**src/rtl/keccak_pkg.sv**
```systemverilog
// Shared Keccak constants, state layout and squeeze FSM encoding.
package keccak_pkg;

  localparam int ROW_SIZE       = 5;
  localparam int COL_SIZE       = 5;
  localparam int LANE_SIZE      = 64;
  localparam int MAX_RATE_LANES = 21;
  localparam int OUT_LEN_W      = 16;

  localparam int RATE_SHA3_224  = 18;
  localparam int RATE_SHA3_256  = 17;
  localparam int RATE_SHA3_384  = 13;
  localparam int RATE_SHA3_512  = 9;
  localparam int RATE_SHAKE128  = 21;
  localparam int RATE_SHAKE256  = 17;

  // Packed so that the flat port vector maps to [x][y][z] with x outermost.
  typedef logic [ROW_SIZE-1:0][COL_SIZE-1:0][LANE_SIZE-1:0] state_t;

  typedef enum logic [2:0] {
    SQ_IDLE       = 3'd0,
    SQ_WAIT_STATE = 3'd1,
    SQ_EMIT       = 3'd2,
    SQ_REQ_PERM   = 3'd3,
    SQ_DONE       = 3'd4
  } squeeze_state_t;

endpackage

```
**src/rtl/keccak_squeeze_unit_if.sv**
```systemverilog
// Control, state-input and lane-output signals of the squeeze unit.
interface keccak_squeeze_unit_if #(
  parameter int OUT_LEN_W = 16
);
  import keccak_pkg::*;

  logic                                       start_i;
  logic [4:0]                                 rate_lanes_i;
  logic [OUT_LEN_W-1:0]                       out_lanes_i;
  logic                                       state_valid_i;
  logic [ROW_SIZE*COL_SIZE*LANE_SIZE-1:0]     state_array_i;
  logic                                       state_ready_o;
  logic                                       perm_req_o;
  logic [LANE_SIZE-1:0]                       dout_o;
  logic                                       dout_valid_o;
  logic                                       dout_ready_i;
  logic                                       dout_last_o;
  logic                                       busy_o;
  logic                                       done_o;
  squeeze_state_t                             state_dbg_o;

  // Both streams are valid/ready: a transfer happens on a rising edge where
  // valid and ready are both high; the source holds data stable until then.
  modport slave (
    input  start_i, rate_lanes_i, out_lanes_i, state_valid_i, state_array_i,
           dout_ready_i,
    output state_ready_o, perm_req_o, dout_o, dout_valid_o, dout_last_o,
           busy_o, done_o, state_dbg_o
  );

  modport master (
    output start_i, rate_lanes_i, out_lanes_i, state_valid_i, state_array_i,
           dout_ready_i,
    input  state_ready_o, perm_req_o, dout_o, dout_valid_o, dout_last_o,
           busy_o, done_o, state_dbg_o
  );

endinterface

```
**src/rtl/keccak_lane_sel.sv**
```systemverilog
// Combinational 25:1 lane selector addressed by (x, y).
module keccak_lane_sel
  import keccak_pkg::*;
(
  input  state_t               i_state,
  input  logic [2:0]           i_x,
  input  logic [2:0]           i_y,
  output logic [LANE_SIZE-1:0] o_lane
);

  always_comb begin
    o_lane = '0;
    for (int x = 0; x < ROW_SIZE; x++) begin
      for (int y = 0; y < COL_SIZE; y++) begin
        if (i_x == 3'(x) && i_y == 3'(y)) o_lane = i_state[x][y];
      end
    end
  end

endmodule

```
**src/rtl/keccak_squeeze_unit.sv**
```systemverilog
// Squeeze stage: holds a permuted state and streams its rate lanes, asking
// for further permutations when more output than one rate block is needed.
module keccak_squeeze_unit #(
  parameter int MAX_RATE_LANES = keccak_pkg::MAX_RATE_LANES,
  parameter int OUT_LEN_W      = keccak_pkg::OUT_LEN_W
) (
  input  logic                 clk_i,
  input  logic                 rst_ni,
  keccak_squeeze_unit_if.slave bus
);
  import keccak_pkg::*;

  squeeze_state_t       r_fsm, w_fsm_nxt;
  state_t               r_state_q;
  state_t               w_state_in;
  logic [4:0]           r_rate;
  logic [4:0]           r_idx;
  logic [2:0]           r_x, r_y;
  logic [OUT_LEN_W-1:0] r_remaining;
  logic [4:0]           w_rate_sat;
  logic [LANE_SIZE-1:0] w_lane;
  logic                 w_emit;
  logic                 w_hs;

  assign w_state_in = bus.state_array_i;
  assign w_emit     = (r_fsm == SQ_EMIT);
  assign w_hs       = w_emit && bus.dout_ready_i;

  always_comb begin
    w_rate_sat = bus.rate_lanes_i;
    if (bus.rate_lanes_i == 5'd0)                        w_rate_sat = 5'd1;
    else if (bus.rate_lanes_i > 5'(MAX_RATE_LANES))      w_rate_sat = 5'(MAX_RATE_LANES);
  end

  keccak_lane_sel u_lane_sel (
    .i_state (r_state_q),
    .i_x     (r_x),
    .i_y     (r_y),
    .o_lane  (w_lane)
  );

  always_comb begin
    w_fsm_nxt = r_fsm;
    case (r_fsm)
      SQ_IDLE: begin
        if (bus.start_i) w_fsm_nxt = (bus.out_lanes_i == '0) ? SQ_DONE : SQ_WAIT_STATE;
      end
      SQ_WAIT_STATE: if (bus.state_valid_i) w_fsm_nxt = SQ_EMIT;
      SQ_EMIT: begin
        if (bus.dout_ready_i) begin
          if (r_remaining == OUT_LEN_W'(1))  w_fsm_nxt = SQ_DONE;
          else if (r_idx == r_rate - 5'd1)   w_fsm_nxt = SQ_REQ_PERM;
        end
      end
      SQ_REQ_PERM: w_fsm_nxt = SQ_WAIT_STATE;
      SQ_DONE:     w_fsm_nxt = SQ_IDLE;
      default:     w_fsm_nxt = SQ_IDLE;
    endcase
  end

  always_ff @(posedge clk_i or negedge rst_ni) begin
    if (!rst_ni) begin
      r_fsm       <= SQ_IDLE;
      r_state_q   <= '0;
      r_rate      <= '0;
      r_idx       <= '0;
      r_x         <= '0;
      r_y         <= '0;
      r_remaining <= '0;
    end else begin
      r_fsm <= w_fsm_nxt;
      if (r_fsm == SQ_IDLE && bus.start_i) begin
        r_rate      <= w_rate_sat;
        r_remaining <= bus.out_lanes_i;
      end
      if (r_fsm == SQ_WAIT_STATE && bus.state_valid_i) begin
        r_state_q <= w_state_in;
        r_idx     <= '0;
        r_x       <= '0;
        r_y       <= '0;
      end
      // x/y track idx as (idx mod 5, idx / 5) without a divider.
      if (w_hs) begin
        r_remaining <= r_remaining - OUT_LEN_W'(1);
        r_idx       <= r_idx + 5'd1;
        if (r_x == 3'd4) begin
          r_x <= '0;
          r_y <= r_y + 3'd1;
        end else begin
          r_x <= r_x + 3'd1;
        end
      end
    end
  end

  assign bus.state_ready_o = (r_fsm == SQ_WAIT_STATE);
  assign bus.perm_req_o    = (r_fsm == SQ_REQ_PERM);
  assign bus.dout_valid_o  = w_emit;
  assign bus.dout_o        = w_emit ? w_lane : '0;
  assign bus.dout_last_o   = w_emit && (r_remaining == OUT_LEN_W'(1));
  assign bus.busy_o        = (r_fsm != SQ_IDLE);
  assign bus.done_o        = (r_fsm == SQ_DONE);
  assign bus.state_dbg_o   = r_fsm;

endmodule

```
**src/flat_wrapper.sv**
```systemverilog
// flat-port wrapper written by rule: the top's interface ports become plain ports
module keccak_squeeze_unit_flat import keccak_pkg::*;
#(
  parameter int MAX_RATE_LANES = keccak_pkg::MAX_RATE_LANES,
  parameter int OUT_LEN_W      = keccak_pkg::OUT_LEN_W
)
  (clk_i, rst_ni, bus_start_i, bus_rate_lanes_i, bus_out_lanes_i, bus_state_valid_i, bus_state_array_i, bus_dout_ready_i, bus_state_ready_o, bus_perm_req_o, bus_dout_o, bus_dout_valid_o, bus_dout_last_o, bus_busy_o, bus_done_o, bus_state_dbg_o);
  keccak_squeeze_unit_if #(.OUT_LEN_W(OUT_LEN_W)) bus_i ();
  input  logic clk_i;
  input  logic rst_ni;
  input wire logic [$bits(bus_i.start_i)-1:0] bus_start_i;
  input wire logic [$bits(bus_i.rate_lanes_i)-1:0] bus_rate_lanes_i;
  input wire logic [$bits(bus_i.out_lanes_i)-1:0] bus_out_lanes_i;
  input wire logic [$bits(bus_i.state_valid_i)-1:0] bus_state_valid_i;
  input wire logic [$bits(bus_i.state_array_i)-1:0] bus_state_array_i;
  input wire logic [$bits(bus_i.dout_ready_i)-1:0] bus_dout_ready_i;
  output wire logic [$bits(bus_i.state_ready_o)-1:0] bus_state_ready_o;
  output wire logic [$bits(bus_i.perm_req_o)-1:0] bus_perm_req_o;
  output wire logic [$bits(bus_i.dout_o)-1:0] bus_dout_o;
  output wire logic [$bits(bus_i.dout_valid_o)-1:0] bus_dout_valid_o;
  output wire logic [$bits(bus_i.dout_last_o)-1:0] bus_dout_last_o;
  output wire logic [$bits(bus_i.busy_o)-1:0] bus_busy_o;
  output wire logic [$bits(bus_i.done_o)-1:0] bus_done_o;
  output wire logic [$bits(bus_i.state_dbg_o)-1:0] bus_state_dbg_o;
  assign bus_i.start_i = bus_start_i;
  assign bus_i.rate_lanes_i = bus_rate_lanes_i;
  assign bus_i.out_lanes_i = bus_out_lanes_i;
  assign bus_i.state_valid_i = bus_state_valid_i;
  assign bus_i.state_array_i = bus_state_array_i;
  assign bus_i.dout_ready_i = bus_dout_ready_i;
  assign bus_state_ready_o = bus_i.state_ready_o;
  assign bus_perm_req_o = bus_i.perm_req_o;
  assign bus_dout_o = bus_i.dout_o;
  assign bus_dout_valid_o = bus_i.dout_valid_o;
  assign bus_dout_last_o = bus_i.dout_last_o;
  assign bus_busy_o = bus_i.busy_o;
  assign bus_done_o = bus_i.done_o;
  assign bus_state_dbg_o = bus_i.state_dbg_o;
  keccak_squeeze_unit #(.MAX_RATE_LANES(MAX_RATE_LANES), .OUT_LEN_W(OUT_LEN_W)) u_core (.clk_i(clk_i), .rst_ni(rst_ni), .bus(bus_i));
endmodule
```
**config.mk**
```make
export PLATFORM = sky130hd
export DESIGN_NAME = keccak_squeeze_unit_flat
export DESIGN_NICKNAME = d
export VERILOG_FILES = /design/src/rtl/keccak_pkg.sv /design/src/rtl/keccak_squeeze_unit_if.sv /design/src/rtl/keccak_lane_sel.sv /design/src/rtl/keccak_squeeze_unit.sv /design/src/flat_wrapper.sv
export SDC_FILE = /design/constraint.sdc
export NUM_CORES = 2
export LEC_CHECK = 0
export CAP_MARGIN = 20
export CORE_AREA = 10 10 659 661
export DETAILED_ROUTE_END_ITERATION = 6
export DIE_AREA = 0 0 669 671
export MAX_ROUTING_LAYER = met4
export PLACE_DENSITY = 0.39
export SETUP_SLACK_MARGIN = 0.4
export SLEW_MARGIN = 30
export SYNTH_ARGS = -nofsm -noshare
export SYNTH_HDL_FRONTEND = slang
export SYNTH_SLANG_ARGS = --single-unit
```
**constraint.sdc**
```tcl
create_clock -name clk_i -period 4.45 [get_ports clk_i]
set_input_delay 0.89 -clock clk_i [delete_from_list [all_inputs] [get_ports clk_i]]
set_output_delay 0.89 -clock clk_i [all_outputs]
set_load 0.01 [all_outputs]
```
# Word-level counts from Yosys, hierarchy flattened
# Index checks and enable logic that the tools add are counted.
[word_totals]
regBits = 1635
inputBits = 1626
out_inout_bits = 73
wordCells = 138
[op_classes]
addsub = 5
order_cmp = 1
n_eq_ne = 18
mux = 45
reduce_logical = 38
[ops]
columns = ["operator", "count"]
rows = [
  ["two-way mux 64 bit", 26],
  ["two-way mux 3 bit", 12],
  ["two-way mux 16 bit", 2],
  ["logical AND 1 bit", 29],
  ["two-way mux 5 bit", 4],
  ["equality test 3 x 2 -> 1 bit, second input constant", 6],
  ["equality test 16 x 1 -> 1 bit, second input constant", 1],
  ["zero test 16 bit", 1],
  ["subtractor 16 x 1 -> 16 bit, second input constant", 1],
  ["case mux 3 bit (4 select lines)", 1],
  ["equality test 3 x 1 -> 1 bit, second input constant", 3],
  ["equality test 3 bit, second input constant", 3],
  ["zero test 3 bit", 3],
  ["adder 3 x 1 -> 3 bit, second input constant", 2],
  ["inequality test 2 bit, second input constant", 3],
  ["adder 5 x 1 -> 5 bit, second input constant", 1],
  ["equality test 5 bit", 1],
  ["greater-than comparator 5 bit, second input constant", 1],
  ["zero test 5 bit", 1],
  ["subtractor 5 x 1 -> 5 bit, second input constant", 1],
  ["AND reduction 4 bit", 1],
  ["nonzero test 2 bit", 2],
  ["inequality test 3 bit, second input constant", 1],
  ["nonzero test 3 bit", 1],
]

# Logic depth before layout (Yosys ltp)
[depth]
ltp_word = 28
ltp_mapped = 13
mapped_depth_nobuf = 8

# Hierarchy
# A second synthesis with hierarchy kept.
[hier_totals]
cells_unflattened = 9067
area_unflattened_um2 = 74870.6
[modules_own_cells]
columns = ["module", "instances", "cells_per_inst", "area_each_um2"]
rows = [
  ["keccak_squeeze_unit", 1, 7059, 62147.1],
  ["keccak_lane_sel", 1, 2008, 12723.5],
]

# Least setup slack after synthesis
# OpenSTA, ideal clock, no wires.
[synth_path]
path_kind = "register to output"
from = "reg u_core.r_y[2]"
to = "out bus_dout_o[0]"
t_arrival_ns = 2.758
required_ns = 3.560
slack_ns = 0.802
path_stages_with_launch = 13
n_path_buf = 4
path_cell_list = "dfrtp_1 buf_6 buf_6 buf_2 inv_1 ha_1 nor4b_4 nand2_2 clkbuf_1 o22ai_1 nor4_1 or3_1 a211o_1"
[synth_via]
elab_chain_len = 28
[synth_lines]
columns = ["item", "line_no", "rtl"]
rows = [
  ["start, declared", "keccak_squeeze_unit.sv:18", "logic [2:0] r_x, r_y;"],
  ["start signal, assigned", "keccak_squeeze_unit.sv:88", "r_y <= r_y + 3'd1;"],
  ["zero test 3 bit", "keccak_lane_sel.sv:15", "if (i_x == 3'(x) && i_y == 3'(y)) o_lane = i_state[x][y];"],
  ["logical AND 1 bit", "keccak_lane_sel.sv:15", ""],
  ["two-way mux 64 bit (24 in series)", "keccak_lane_sel.sv:15", ""],
  ["two-way mux 64 bit (*)", "keccak_lane_sel.sv:15", ""],
  ["two-way mux 64 bit (*)", "keccak_squeeze_unit.sv:99", "assign bus.dout_o = w_emit ? w_lane : '0;"],
  ["end, declared", "flat_wrapper.sv:19", "output wire logic [$bits(bus_i.dout_o)-1:0] bus_dout_o;"],
]
# Mark *: on every way between the ends. The rest lies on a longest branch, timed or not.

# Worst setup path in the final report
[layout_path]
from = "reg u_core.r_y[1]"
to = "out bus_dout_o[7]"
# The elaborated chain is that of the path after synthesis.

==> results.cfg <==
[cts]
htree_num_levels = 4
cts_root_buffer = clkbuf_16
numCtsBuffers = 210
cts_buffer_depth = 4
clock_latency_ps = 930
numClockSinks = 1635
cts_tree = yes
clkTransAtPathRegs_ps = 60

[detailed_routing]
vias_per_cell = 4.45
routedWlPerCell_um = 31.1
firstDrtPassIters = 7
wl_um = 524000
drtAntennaViolNets = 0
via_count = 74918
drtIter0Drc = 7321
drcViolationCount = 1

[synth]
syn-num-nets = 10555
syn_inst = 8915
synth_area_um2 = 73700
synth.avg_cell_area_um2 = 8.27
ys.flop_type = dfrtp_1
synth_edf_count = 0
synth-seq-area-share = 0.555
synthArstFlopShare = 1.00
ys_seq_elements = 1635
netlist-cell-type-count = 85
ys_warn_count = 0

[layout]
layout-drive-gt1-share = 0.137
fill_cells = 45732
multiInputGateArea_um2 = 32400
final_cell_mix = nand2_1 (4966), dfrtp_1 (1634), clkdlybuf4s50_1 (1632)
finalCoreUtilization = 0.270
final_cells = 16849
fin_nets = 12621
final_common_cell = nand2_1
regArea_um2 = 40900
syn_to_final_growth_pct = 54.6

[grt]
grtUsageMet3 = 0.0330
gr-usage-met1 = 0.283
grt_overflow = 0
grt_pass1_wl_um = 688000
antenna_found_initial = 246
grt_max_degree = 144
top_usage_layer = met2
grt.met2_usage = 0.370
grt_pass1_vias = 75519
grt_use_total = 0.228

[setup_path]
cp_slowest_cell = dfrtp_1
crit_fanout = 6
cp.required_ps = 3560
cp-end-kind = primary output
rr_worst_depth = 8
r2r_start = u_core.bus.state_dbg_o[0]
cp-startpoint = u_core.r_y[1]
reg2reg_slack_ps = 1500
cp.arrival_ps = 4250
setup.worst_path.class = reg2out
critPathMaxStageDelay_ps = 420
path_cells = ha_2 -> ha_4 -> buf_4 -> a21oi_4 -> buf_6 -> a21oi_4 -> buf_12 -> buf_6 -> buf_4 -> a221oi_4 -> nor4_4 -> buf_4 -> or3_4 -> buf_12 -> a211o_1 -> buf_2
worstSetupStartpointType = register
path_common_cell = buf_4

[placed_design]
place_congestion = 0.940
pre_cts_ws_ps = -492
port_buffers = 1698
dp_hpwl_um = 408000
post-place-cells = 16159

[hold_path]
hold_depth = 3
hold_path_class = in2reg
hold_start = bus_state_array_i[631]

[die]
num_rows = 239
die_y_um = 671
start_util = 0.175
boundaryPins = 1699
die_x_um = 669
die_area_um2 = 449000
core_area_um2 = 422000

[pwr]
powerDensity_nw_per_um2 = 624
power.static_leakage_nw = 53.5
ir_drop_mv = 0.326
finalPower_mw = 71.1

[sta]
max_freq_ghz = 0.194
relSlewSlack = 0.409
fin_crit_ps = 5140
slew_viol_final = 0
hold_violations = 0
setup_viol = 64
finalCritPeriodShare = 1.16
rsz0062_at_grt = yes
fin_ws_ps = -695
tightest_slew_ps = 887
fin_skew_ps = 39.0

[job]
drv_cap = 0

[outcome]
outcome = finished with violations
violations = DRC, setup timing
-- final cells by class --
type	instances	area share
inverters	20	0.000659
well taps	5543	0.0609
diodes	160	0.00351
flip-flops and latches	1635	0.359
clock buffers	313	0.0546
clock inverters	64	0.00810
multi-input cells	6627	0.284
repair buffers	2487	0.229
-- worst paths after layout --
check                                              to
max in group asynchronous       u_core.r_state_q[947]
worst max register to register  u_core.r_remaining[5]
worst min register to register  u_core.r_state_q[804]
min in group asynchronous       u_core.r_state_q[777]
worst min-delay path            u_core.r_state_q[631]
worst max-delay path                    bus_dout_o[7]
-- sequential cells by signal, indices dropped and copies added, names as in the netlist --
signal	count
u_core.r_state_q	1600
u_core.r_remaining	16
u_core.r_idx	5
u_core.r_rate	5
u_core.bus.state_dbg_o	3
u_core.r_x	3
u_core.r_y	3
-- routing by layer --
metal | wire length, um | vias to the layer above
met5 | 0 | -
met4 | 25200 | 0
met3 | 29600 | 814
met2 | 252000 | 2888
met1 | 218000 | 37543
li1 | - | 33673
-- synth_stat cells (all sizes together) (62+ instances only) --
master,n,share of area
nand2,4974,0.25
dfrtp,1635,0.56
clkbuf,567,0.029
o22ai,310,0.026
a22oi,247,0.025
o21ai,160,0.011
a21oi,151,0.010
nor2,105,0.0053
nand3,86,0.0058
nor4,69,0.0059
buf,66,0.0058
a221oi,65,0.0077
a22o,63,0.0075
or3,62,0.0053
-- worst max-delay path: cells and delay by family, from the launching register on --
| family | cells | cell delay (ps) |
|---|---|---|
| simple gates | 2 | 490 |
| buf+inv | 8 | 1200 |
| fa+ha+maj | 2 | 410 |
| flops | 1 | 420 |
| compound gates | 4 | 760 |
-- where the power goes --
group / total (mW) / leakage [nW] / internal, mW / switching [mW]
Combinational: 24.9 / 29.7 / 9.91 / 15.0
Clock: 18.3 / 3.50 / 10.7 / 7.61
Sequential: 27.9 / 20.3 / 21.9 / 5.98
-- logic make-up after synthesis --
logic type | after synthesis | share of synthesized area
AND/OR/NAND/NOR | 5370 | 0.284
XOR/XNOR | 7 | 0.000832
buffers and inverters | 653 | 0.0357
adder cells (fa/ha/maj) | 14 | 0.00238
AO/OA/AOI/OAI | 1234 | 0.122
multiplexers | 2 | 0.000289
flip-flops | 1635 | 0.555
-- timing repair --
item,CTS,global route
endpoints found under the setup margin,65,64
pin swaps,160,115
buffers inserted,81,37
hold buffers,1,0
endpoints found under the hold margin,15,0
resized for setup,567,128
gates cloned,27,6
-- through the flow --
stage	instance area, um^2	hold slack, ps	TNS (ps)
after floorplan	73700	437	0
after global placement	102000	456	-9370
after detailed placement	102000	457	-9450
after CTS	112000	358	-40650
after global routing	114000	428	-45220
final	114000	446	-36590
Note: power is estimated with default switching activity, not from simulation.
